<file path="src/rtl/crc_pkg.sv">
// Shared CRC32 definitions: word width, checker state encoding and the
// bit-reversal used to turn the LSB-first polynomial into shift-register order.
package crc_pkg;

  localparam int CRC_W = 32;

  typedef enum logic [1:0] {
    IDLE   = 2'd0,
    SHIFT  = 2'd1,
    NEXT   = 2'd2,
    REPORT = 2'd3
  } state_e;

  function automatic logic [CRC_W-1:0] reverse32(input logic [CRC_W-1:0] v);
    logic [CRC_W-1:0] r;
    for (int i = 0; i < CRC_W; i++) begin
      r[i] = v[CRC_W-1-i];
    end
    return r;
  endfunction

endpackage

</file>
<file path="src/rtl/crc_lfsr_step.sv">
// Combinational CRC32 division step: folds BITS_PER_CYCLE data bits (MSB first)
// into the remainder, feedback taken from r[31] with an implicit x^32 term.
module crc_lfsr_step
  import crc_pkg::*;
#(
  parameter int BITS_PER_CYCLE = 1
) (
  input  logic [CRC_W-1:0]          r_i,
  input  logic [CRC_W-1:0]          poly_i,
  input  logic [BITS_PER_CYCLE-1:0] data_i,
  output logic [CRC_W-1:0]          r_o
);

  logic [CRC_W-1:0] acc;

  always_comb begin
    acc = r_i;
    for (int i = 0; i < BITS_PER_CYCLE; i++) begin
      acc = {acc[CRC_W-2:0], data_i[BITS_PER_CYCLE-1-i]} ^ ({CRC_W{acc[CRC_W-1]}} & poly_i);
    end
    r_o = acc;
  end

endmodule

</file>
<file path="config.mk">
export PLATFORM = sky130hd
export DESIGN_NAME = crc_lfsr_step
export DESIGN_NICKNAME = d
export VERILOG_FILES = /design/src/rtl/crc_pkg.sv /design/src/rtl/crc_lfsr_step.sv
export SDC_FILE = /design/constraint.sdc
export NUM_CORES = 1
export LEC_CHECK = 0
export CORE_MARGIN = 1.5
export CORE_UTILIZATION = 17
export DETAILED_ROUTE_END_ITERATION = 6
export GPL_TIMING_DRIVEN = 0
export PLACE_DENSITY_LB_ADDON = 0.2
export SKIP_LAST_GASP = 1
export SLEW_MARGIN = 20
export SYNTH_ARGS = -nofsm -noshare
export SYNTH_HDL_FRONTEND = slang
export SYNTH_SLANG_ARGS = --single-unit
export TNS_END_PERCENT = 10
</file>
<file path="constraint.sdc">
create_clock -name vclk -period 0.8
set_input_delay 0.12 -clock vclk [all_inputs]
set_output_delay 0.12 -clock vclk [all_outputs]
set_load 0.05 [all_outputs]
</file>
# Word level (Yosys, flattened, before mapping)

Cells that the tools add are included.

Bitwise gates (word level): 2

Operators by type and width:

| cell       | number |
|---|---|
| 32-bit AND | 1 |
| 32-bit XOR | 1 |

Output and inout bits: 32
Input port bits: 65
Flip-flop bits (word level): 0

# Logic depth before layout (Yosys ltp)

Word-level depth: 2
Depth in mapped cells: 3
Mapped depth without buffers: 2

# Worst setup path after synthesis

OpenSTA, ideal clock, no wires.

Path type: input-to-output
From: input port r_i[31]
To: output port r_o[0]
Arrival time: 1.101 ns
Setup slack: -0.421 ns
Cell stages on the path: 3
Buffers on the path: 1
Data required time: 0.680 ns
Path through: buf_6 -> nand2_1 -> xnor2_1

Word-level cells in the longest chain between the ends: 2

RTL lines:

| element         | RTL line            | source |
|---|---|---|
| start, declared | crc_lfsr_step.sv:8  | `input logic [CRC_W-1:0] r_i,` |
| 32-bit AND      | crc_lfsr_step.sv:19 | `acc = {acc[CRC_W-2:0], data_i[BITS_PER_CYCLE-1-i]} ^ ({CRC_W{acc[CRC_W-1]}} & poly_i);` |
| 32-bit XOR      | crc_lfsr_step.sv:19 |  |
| end, declared   | crc_lfsr_step.sv:11 | `output logic [CRC_W-1:0] r_o` |

Every way passes these cells.

# Final worst setup path

From: input port r_i[31]
To: output port r_o[24]

Same word-level chain as after synthesis.

==> metrics.md <==
| Metric | Value |
|---|---|
| Peak VDD IR | 0.000854 V |
| Post-route DRC | 0 |
| Placed Area | 2020 um2 |
| Synth cell count leaders | nand2_1 (32), xnor2_1 (32), buf_6 (3) |
| HPWL after DPL | 2360 um |
| Fill cell count | 65 |
| Cell taking the most area after synthesis | xnor2_1 |
| First-pass GRT wire length | 5350 um |
| Initial drt markers | 3 |
| Total chip power | 2180 uW |
| Final setup vio count | 32 |
| Fin crit period | 0.973 ns |
| DR WL/cell | 23.2 um |
| Hold WC Path Type | in2out |
| DRT Pass-1 Iters | 4 |
| Initial antenna violation count | 2 |
| Clk pwr share | 0 |
| Gr usage total | 0.275 |
| Number of global-route vias before repair | 1049 |
| Switch share | 0.549 |
| Relative slew slack | 0.836 |
| Proportion of netlist area held by the largest area contributor | 0.646 |
| Area occupied by registers | 0 um2 |
| Max-Cap Viols | 0 |
| Hold Buf Count CTS | 0 |
| Placement row count | 18 |
| Status | complete, but fails checks |
| Failing checks | negative setup slack |
| CP startpoint kind | input pin |
| WL final | 4670 um |
| Routed vias | 941 |
| Syn avg cell area | 6.48 um2 |
| Critical Path AT | 0.85 ns |
| Io pins | 97 |
| Largest net degree at the start of global routing | 9 |
| Cell area after synthesis | 434 um2 |
| Setup CP Type | in2out |
| Leakage dissipation | 0.00110 uW |
| Die W | 53.5 um |
| Crit end category | primary output |
| Place WS | -1.36 ns |
| Design Area, Final | 2310 um2 |
| Yosys warning count | 0 |
| Sequential share of the synthesized area | 0 |
| Worst Path Required | 0.68 ns |
| Clkbuf count | 0 |
| Core ar. | 2450 um2 |
| Top cells by area, synth | xnor2_1 (65%), nand2_1 (28%), buf_6 (7.8%) |
| Final ANT Viol Nets | 0 |
| Syn_nets | 132 |
| Power Internal | 983 uW |
| Die H | 53.5 um |
| Hold Fails Final Rpt | 0 |
| Distinct cells, synth | 3 |
| Sequential Power Share | 0 |
| RSZ-0062 raised after global routing | yes |
| Worst slew pin tran | 0.247 ns |
| Starting Density | 0.177 |
| Period Utilization, post-route | 1.22 |
| Remaining Overflow, GRT | 0 |
| Worst-path fanout max | 8 |
| P_sw | 1190 uW |
| Area Growth Syn to Fin | 433% |
| Vias per std cell | 4.68 |
| # port buffers | 97 |
| Proportion of layout cells with a drive suffix above 1 | 0.621 |
| Synth Instances | 67 |
| Num sequential | 0 |
| Slew Viols, Final | 0 |
| Final nets | 236 |
| RD Place Congestion | 0.627 |
| Final WS setup | -0.173 ns |
| PD cells | 942 nW/um2 |
| Comb pwr share | 1.000 |
| Die area | 2870 um2 |
| FMAX | 1030 MHz |
## stage by stage
stage	cells	hold slack (ns)	setup TNS [ns]	util
2_1_floorplan	67	0.373	-0.497	-
3_3_place_gp	194	1.49	-41.33	0.823
3_5_place_dp	194	1.51	-42.08	0.823
4_1_cts	199	0.696	-3.62	0.924
5_1_grt	201	0.731	-4.83	0.942
6_report	201	0.725	-4.21	0.942
## final timing paths
path,startpoint,end,slack [ns],depth (start not counted)
max,r_i[31],r_o[24],-0.17,5
min,r_i[30],r_o[31],0.73,3
## logic make-up after synthesis
| family | Yosys count | share of synthesized area |
|---|---|---|
| AND/OR/NAND/NOR | 32 | 0.277 |
| XOR/XNOR | 32 | 0.646 |
| buffers and inverters | 3 | 0.0778 |
## final cells by class
type / count / area [um2] / share of cell area
Buffer: 3 / 55.1 / 0.0238
Tap cell: 30 / 37.5 / 0.0162
Antenna cell: 2 / 5.00 / 0.00216
Timing Repair Buffer: 102 / 1040 / 0.451
Multi-Input combinational cell: 64 / 1170 / 0.507
## worst max-delay path, stage by stage
cell and delay (ns):
buf_16 0.13, buf_12 0.14, nand2_2 0.10, xnor2_4 0.18, buf_6 0.18
## layout by cell type, fill, tap and decap left out, drive strengths merged
cell type / synthesis / layout
buf: 3 / 41
clkdlybuf4s15: 0 / 1
diode: 0 / 2
dlygate4sd2: 0 / 63
nand2: 32 / 32
xnor2: 32 / 32
## repair_timing
item / in CTS / in global routing
gates resized for setup: 356 / 9
setup buffers: 2 / 0
endpoints found under the setup margin: 32 / 32
pin swaps: 51 / 8
gates cloned: 3 / 0
## metal layers
layer / track usage / up-vias / wire length (um)
met1: 0.249 / 429 / 1220
met4: 0.0641 / 0 / 289
met2: 0.586 / 83 / 2710
li1: - / 409 / -
met3: 0.0722 / 20 / 445
met5: 0 / - / 0
## power by group through the flow
stage | combinational, uW | sequential (uW) | clock [uW]
floorplan | 1180 | 0 | 0
global route | 2230 | 0 | 0.000334
CTS | 2090 | 0 | 0
detailed placement | 1940 | 0 | 0
global placement | 1910 | 0 | 0
finish | 2180 | 0 | 0.000334
Note: power is estimated with default switching activity, not from simulation.
